[config.mk]
export PLATFORM = sky130hd
export DESIGN_NAME = multi_flex_counter
export DESIGN_NICKNAME = d
export VERILOG_FILES = /design/src/rtl/multi_flex_counter_pkg.sv /design/src/rtl/flex_chan.sv /design/src/rtl/multi_flex_counter.sv
export SDC_FILE = /design/constraint.sdc
export NUM_CORES = 1
export LEC_CHECK = 0
export CELL_PAD_IN_SITES_DETAIL_PLACEMENT = 0
export CELL_PAD_IN_SITES_GLOBAL_PLACEMENT = 1
export CORE_MARGIN = 5
export CORE_UTILIZATION = 25
export DETAILED_ROUTE_END_ITERATION = 12
export PLACE_DENSITY_LB_ADDON = 0.12
export SETUP_SLACK_MARGIN = 0.02
export SYNTH_ARGS = -nofsm -noshare
export SYNTH_HDL_FRONTEND = slang
export SYNTH_HIERARCHICAL = 1
export SYNTH_SLANG_ARGS = --single-unit
[constraint.sdc]
create_clock -name clk -period 2.29 [get_ports clk]
set_clock_uncertainty 0.1 [all_clocks]
set_input_delay 0.458 -clock clk [delete_from_list [all_inputs] [get_ports clk]]
set_output_delay 0.458 -clock clk [all_outputs]
set_load 0.01 [all_outputs]
[src/rtl/multi_flex_counter_pkg.sv]
// Shared types for the multi-channel flex counter: per-channel state record and terminal selection.
// The optional down-count mode is enabled with the MULTI_FLEX_COUNTER_DOWN_EN macro.
package multi_flex_counter_pkg;

  // Widest supported channel; per-channel counts are zero-extended into this field.
  localparam int MAX_CNT_W = 32;

  typedef enum logic {
    TERM_ROLLOVER,
    TERM_ONE
  } term_sel_e;

  typedef struct packed {
    logic [MAX_CNT_W-1:0] count;
    logic                 flag;
    logic                 pulse;
    logic                 done;
  } chan_state_t;

  function automatic term_sel_e term_sel(input logic down_en, input logic count_down);
    return (down_en && count_down) ? TERM_ONE : TERM_ROLLOVER;
  endfunction

endpackage

[src/rtl/flex_chan.sv]
// One flex counter channel: clear > load > effective enable > hold, with carry out for cascading.
// Down counting (terminal value 1) exists only when MULTI_FLEX_COUNTER_DOWN_EN is defined.
module flex_chan
  import multi_flex_counter_pkg::*;
#(
  parameter int NUM_CNT_BITS = 4
) (
  input  logic                    clk,
  input  logic                    n_rst,
  input  logic                    clear,
  input  logic                    count_enable,
  input  logic                    load,
  input  logic [NUM_CNT_BITS-1:0] load_val,
  input  logic [NUM_CNT_BITS-1:0] rollover_val,
  input  logic                    oneshot,
  input  logic                    count_down,
  input  logic                    carry_in,
  output logic                    carry_out,
  output logic [NUM_CNT_BITS-1:0] count_out,
  output logic                    rollover_flag,
  output logic                    rollover_pulse,
  output logic                    done
);

`ifdef MULTI_FLEX_COUNTER_DOWN_EN
  localparam logic DOWN_EN = 1'b1;
`else
  localparam logic DOWN_EN = 1'b0;
`endif
  localparam int MW = MAX_CNT_W;

  chan_state_t   state_q, state_d;
  logic [MW-1:0] roll_w, load_w, term_w, step_w;
  logic          en_eff, roll_ok, at_term, down_mode, lands;

  assign down_mode = (term_sel(DOWN_EN, count_down) == TERM_ONE);
  assign roll_w    = MW'(rollover_val);
  assign load_w    = MW'(load_val);
  assign term_w    = down_mode ? MW'(1) : roll_w;
  // A zero rollover value disables the channel's terminal entirely.
  assign roll_ok   = (roll_w != '0);
  assign at_term   = roll_ok && (state_q.count == term_w);
  assign en_eff    = count_enable && carry_in;
  assign carry_out = en_eff && at_term && !oneshot;
  assign lands     = (step_w == term_w);

  always_comb begin
    step_w = state_q.count + MW'(1);
    if (down_mode) begin
      step_w = (state_q.count <= MW'(1)) ? roll_w : state_q.count - MW'(1);
    end else if (state_q.count >= roll_w) begin
      step_w = MW'(1);
    end
  end

  always_comb begin
    state_d       = state_q;
    state_d.pulse = 1'b0;
    if (clear) begin
      state_d = '0;
    end else if (load) begin
      state_d.count = load_w;
      state_d.flag  = roll_ok && (load_w == term_w);
      state_d.done  = 1'b0;
    end else if (en_eff) begin
      if (!roll_ok) begin
        state_d.flag = 1'b0;
      end else if (state_q.done || (oneshot && at_term)) begin
        // Oneshot parked at terminal: hold and ignore further enables.
        state_d.done = 1'b1;
      end else begin
        state_d.count = step_w;
        state_d.flag  = lands;
        state_d.pulse = lands;
        state_d.done  = oneshot && lands;
      end
    end
  end

  always_ff @(posedge clk or negedge n_rst) begin
    if (!n_rst) begin
      state_q <= '0;
    end else begin
      state_q <= state_d;
    end
  end

  assign count_out      = state_q.count[NUM_CNT_BITS-1:0];
  assign rollover_flag  = state_q.flag;
  assign rollover_pulse = state_q.pulse;
  assign done           = state_q.done;

endmodule

[src/rtl/multi_flex_counter.sv]
// NUM_CH independent flex counter channels, optionally cascaded through a same-cycle carry ripple.
// Define MULTI_FLEX_COUNTER_DOWN_EN to enable per-channel down counting via count_down.
module multi_flex_counter
  import multi_flex_counter_pkg::*;
#(
  parameter int NUM_CNT_BITS = 4,
  parameter int NUM_CH       = 4,
  parameter int CASCADE      = 0
) (
  input  logic                           clk,
  input  logic                           n_rst,
  input  logic [NUM_CH-1:0]              clear,
  input  logic [NUM_CH-1:0]              count_enable,
  input  logic [NUM_CH-1:0]              load,
  input  logic [NUM_CH*NUM_CNT_BITS-1:0] load_val,
  input  logic [NUM_CH*NUM_CNT_BITS-1:0] rollover_val,
  input  logic [NUM_CH-1:0]              oneshot,
  input  logic [NUM_CH-1:0]              count_down,
  output logic [NUM_CH*NUM_CNT_BITS-1:0] count_out,
  output logic [NUM_CH-1:0]              rollover_flag,
  output logic [NUM_CH-1:0]              rollover_pulse,
  output logic [NUM_CH-1:0]              done
);

  logic [NUM_CH-1:0] carry, carry_in;
  logic              unused_carry;

  // The last channel's carry (and all carries when not cascaded) has no consumer.
  assign unused_carry = ^carry;

  for (genvar i = 0; i < NUM_CH; i++) begin : g_ch
    if (CASCADE != 0 && i > 0) begin : g_casc
      assign carry_in[i] = carry[(i > 0) ? i - 1 : 0];
    end else begin : g_free
      assign carry_in[i] = 1'b1;
    end

    flex_chan #(
      .NUM_CNT_BITS(NUM_CNT_BITS)
    ) u_chan (
      .clk           (clk),
      .n_rst         (n_rst),
      .clear         (clear[i]),
      .count_enable  (count_enable[i]),
      .load          (load[i]),
      .load_val      (load_val[i*NUM_CNT_BITS +: NUM_CNT_BITS]),
      .rollover_val  (rollover_val[i*NUM_CNT_BITS +: NUM_CNT_BITS]),
      .oneshot       (oneshot[i]),
      .count_down    (count_down[i]),
      .carry_in      (carry_in[i]),
      .carry_out     (carry[i]),
      .count_out     (count_out[i*NUM_CNT_BITS +: NUM_CNT_BITS]),
      .rollover_flag (rollover_flag[i]),
      .rollover_pulse(rollover_pulse[i]),
      .done          (done[i])
    );
  end

endmodule
==> results of run 1 <==
state kept, by name, summed over array words and instances (netlist names):
register / cells
g_ch.u_chan/state_q: 112
g_ch.u_chan/count_out: 16
g_ch.u_chan/done: 4
g_ch.u_chan/rollover_flag: 4
g_ch.u_chan/rollover_pulse: 4
metal layers:
metal / up-vias / track usage, %
met5: - / 0
met4: 0 / 3.35
met3: 15 / 2.57
met2: 82 / 18.8
met1: 2858 / 15.3
li1: 2829 / -
critical path, cell delays in order, from the launching register on:
cell       delay (ns)
dfrtp_1          0.38
or4_4            0.53
or3_4            0.45
or4_4            0.51
a32oi_4          0.23
a2111oi_2        0.06
o211a_1          0.22
metrics by stage:
stage / area, sq um / setup slack (ns) / hold slack (ns) / setup TNS [ns]
after global routing: 10800 / -0.355 / 0.414 / -10.89
after CTS: 10100 / -0.337 / 0.392 / -2.58
after detailed placement: 9120 / -0.730 / 0.335 / -79.85
after global placement: 9120 / -0.661 / 0.327 / -75.76
final: 10800 / -0.299 / 0.404 / -2.04
after floorplan: 7220 / -0.130 / 0.0624 / -0.264
report_power, final:
group	internal, uW	switching [uW]
clock network	1990	1040
logic	573	527
registers	2500	24.6
what timing repair did:
item                                    in CTS  in global routing
pin swaps                                   35                 69
setup buffers                               16                 17
endpoints found under the setup margin     140                140
endpoints found under the hold margin       42                  0
hold buffers                                 1                  0
resized for setup                           44                121
gates cloned                                 2                  6
how the worst max path moves through the flow:
stage	cells after the start	slack, ns	start	end
2_1_floorplan	6	-0.13	g_ch[1].u_chan/state_q[28]	g_ch[1].u_chan/done
3_3_place_gp	9	-0.66	rollover_val[7]	g_ch[1].u_chan/done
3_5_place_dp	9	-0.73	rollover_val[7]	g_ch[1].u_chan/rollover_flag
4_1_cts	6	-0.34	g_ch[1].u_chan/state_q[28]	g_ch[1].u_chan/done
5_1_grt	6	-0.36	g_ch[1].u_chan/state_q[28]	g_ch[1].u_chan/done
6_report	6	-0.30	g_ch[1].u_chan/state_q[28]	g_ch[1].u_chan/done
layout make-up:
class | instances | area, sq um
fillers | 2863 | 17700
multi-input cells | 469 | 3850
flip-flops and latches | 140 | 3510
repair buffers | 227 | 2210
well taps | 384 | 480
clock buffers | 21 | 460
clock inverters | 11 | 189
inverters | 30 | 113
cell usage in the layout, fill, tap and decap left out, types with 8 or more instances in the layout:
cell type	n
ha_1	13
buf_12	8
dfrtp_1	137
nand3_1	20
inv_1	19
nor4_2	18
and3_1	30
nor4_4	8
inv_2	11
buf_6	17
nor2_1	28
clkbuf_16	22
clkdlybuf4s50_1	62
and2_4	37
xor2_1	21
nor3_1	8
xnor2_1	10
and2_1	46
nand4_1	12
nand2_1	38
o211ai_1	10
dlygate4sd2_1	8
nor4_1	15
buf_4	115
==> run_results.csv, run 1 <==
group,metric,value,unit
status,status,"finished with violations",
status,violations,"negative setup slack",
sta,drv_slew,0,
pwr,fin_total_pwr,6650,uW
sta,setup_violations,31,
floorplanning,dieWidth,180,um
clock_network,cts.sink_count,140,
clock_network,cts_tree,"built",
global_routing,antenna_found_initial,0,
synthesis,syn_area_per_cell,10.7,sq um
drt,ant_nets,0,
global_routing,grt_pass1_vias,6155,
floorplanning,rows,62,
floorplanning,die_y,180,um
clock_network,htreeDepth,4,
pwr,peakVddDrop,0.000356,V
pwr,leakage,0.00513,uW
worst_setup_path,reg2reg_to,"g_ch[1].u_chan/done",
cells_and_area,final_util,37.9,%
clock_network,clockBufferDepth,2,
cells_and_area,fin_nets,959,
floorplanning,dieArea,32300,sq um
sta,grt_setup_unrepaired,"true",
drt,wl_met3,609,um
sta,post-route-period-util,113,%
global_routing,gr-total-overflow,0,
cells_and_area,antenna_cells,0,
synthesis,syn_inst,672,
synthesis,ys.warnings.count,6,
drt,route.vias.total,5784,
worst_setup_path,crit_type,"flop to flop",
cells_and_area,syn2layout_area_growth,50.1,%
run,max_cap_viol_count,0,
clock_network,cts_root_buffer,"clkbuf_16",
min_path,hold_depth,1,
global_routing,grt_first_pass_wirelength,31.0,mm
worst_setup_path,r2r_setup_slack,-0.30,ns
worst_setup_path,r2r_cells,6,
cells_and_area,final-instance-count-excl-fill,1282,
min_path,hold_path.class,"flop to flop",
worst_setup_path,cp_data_required_time,2.49,ns
drt,finalWirelength,19.3,mm
drt,drc,0,
drt,drtIter0Drc,312,
clock_network,numCtsBuffers,17,
drt,wl_per_cell,15.1,um
floorplanning,start_util,25.2,%
global_routing,track_usage,11.5,%
placement,dp_cells,1211,
placement,portBuffers,77,
floorplanning,core,28500,sq um
worst_setup_path,endpoint_kind,"flop",
placement,globalplace.congestion,0.821,
global_routing,grt_max_degree,51,
placement,dpl.hpwl,13.1,mm
worst_setup_path,r2r-start,"g_ch[1].u_chan/state_q[28]",
drt,wl_met1,9.04,mm
drt,wl_met2,9.45,mm
min_path,min_to,"g_ch[3].u_chan/state_q[9]",
drt,dr.max_layer_used,"met4",
worst_setup_path,crit_arrival,2.79,ns
clock_network,path_clk_slew,0.06,ns
drt,dr.pass1.iters,4,
sta,fin_crit,2.59,ns
synthesis,syn-cell-area,7200,sq um
sta,hold_violations,0,
cells_and_area,drive_gt1_share,37.3,%
drt,viasPerCell,4.51,
pwr,p_per_area,616,nW/um^2
worst_setup_path,path_max_fanout,4,
sta,fmax,386,MHz
floorplanning,ioPinCount,82,
worst_setup_path,critPathLaunchType,"flop",
clock_network,clk_latency,0.41,ns
min_path,worstHoldStart,"g_ch[3].u_chan/state_q[9]",
sta,worst_slack,-0.299,ns
(Power assumes the default switching activity.)
==> inputs of run 2 (changes only) <==
--- a/config.mk
+++ b/config.mk
@@ -12,6 +12,7 @@
 export DETAILED_ROUTE_END_ITERATION = 12
 export PLACE_DENSITY_LB_ADDON = 0.12
 export SETUP_SLACK_MARGIN = 0.02
+export SLEW_MARGIN = 40
 export SYNTH_ARGS = -nofsm -noshare
 export SYNTH_HDL_FRONTEND = slang
 export SYNTH_HIERARCHICAL = 1
==> results of run 2 <==
Same layout as run 1: the final DEF is identical, and so are final timing and power.
==> inputs of run 3 (changes only) <==
--- a/config.mk
+++ b/config.mk
@@ -5,6 +5,7 @@
 export SDC_FILE = /design/constraint.sdc
 export NUM_CORES = 1
 export LEC_CHECK = 0
+export CAP_MARGIN = 20
 export CELL_PAD_IN_SITES_DETAIL_PLACEMENT = 0
 export CELL_PAD_IN_SITES_GLOBAL_PLACEMENT = 1
 export CORE_MARGIN = 5
==> results of run 3 <==
Same layout as run 1: the final DEF is identical, and so are final timing and power.
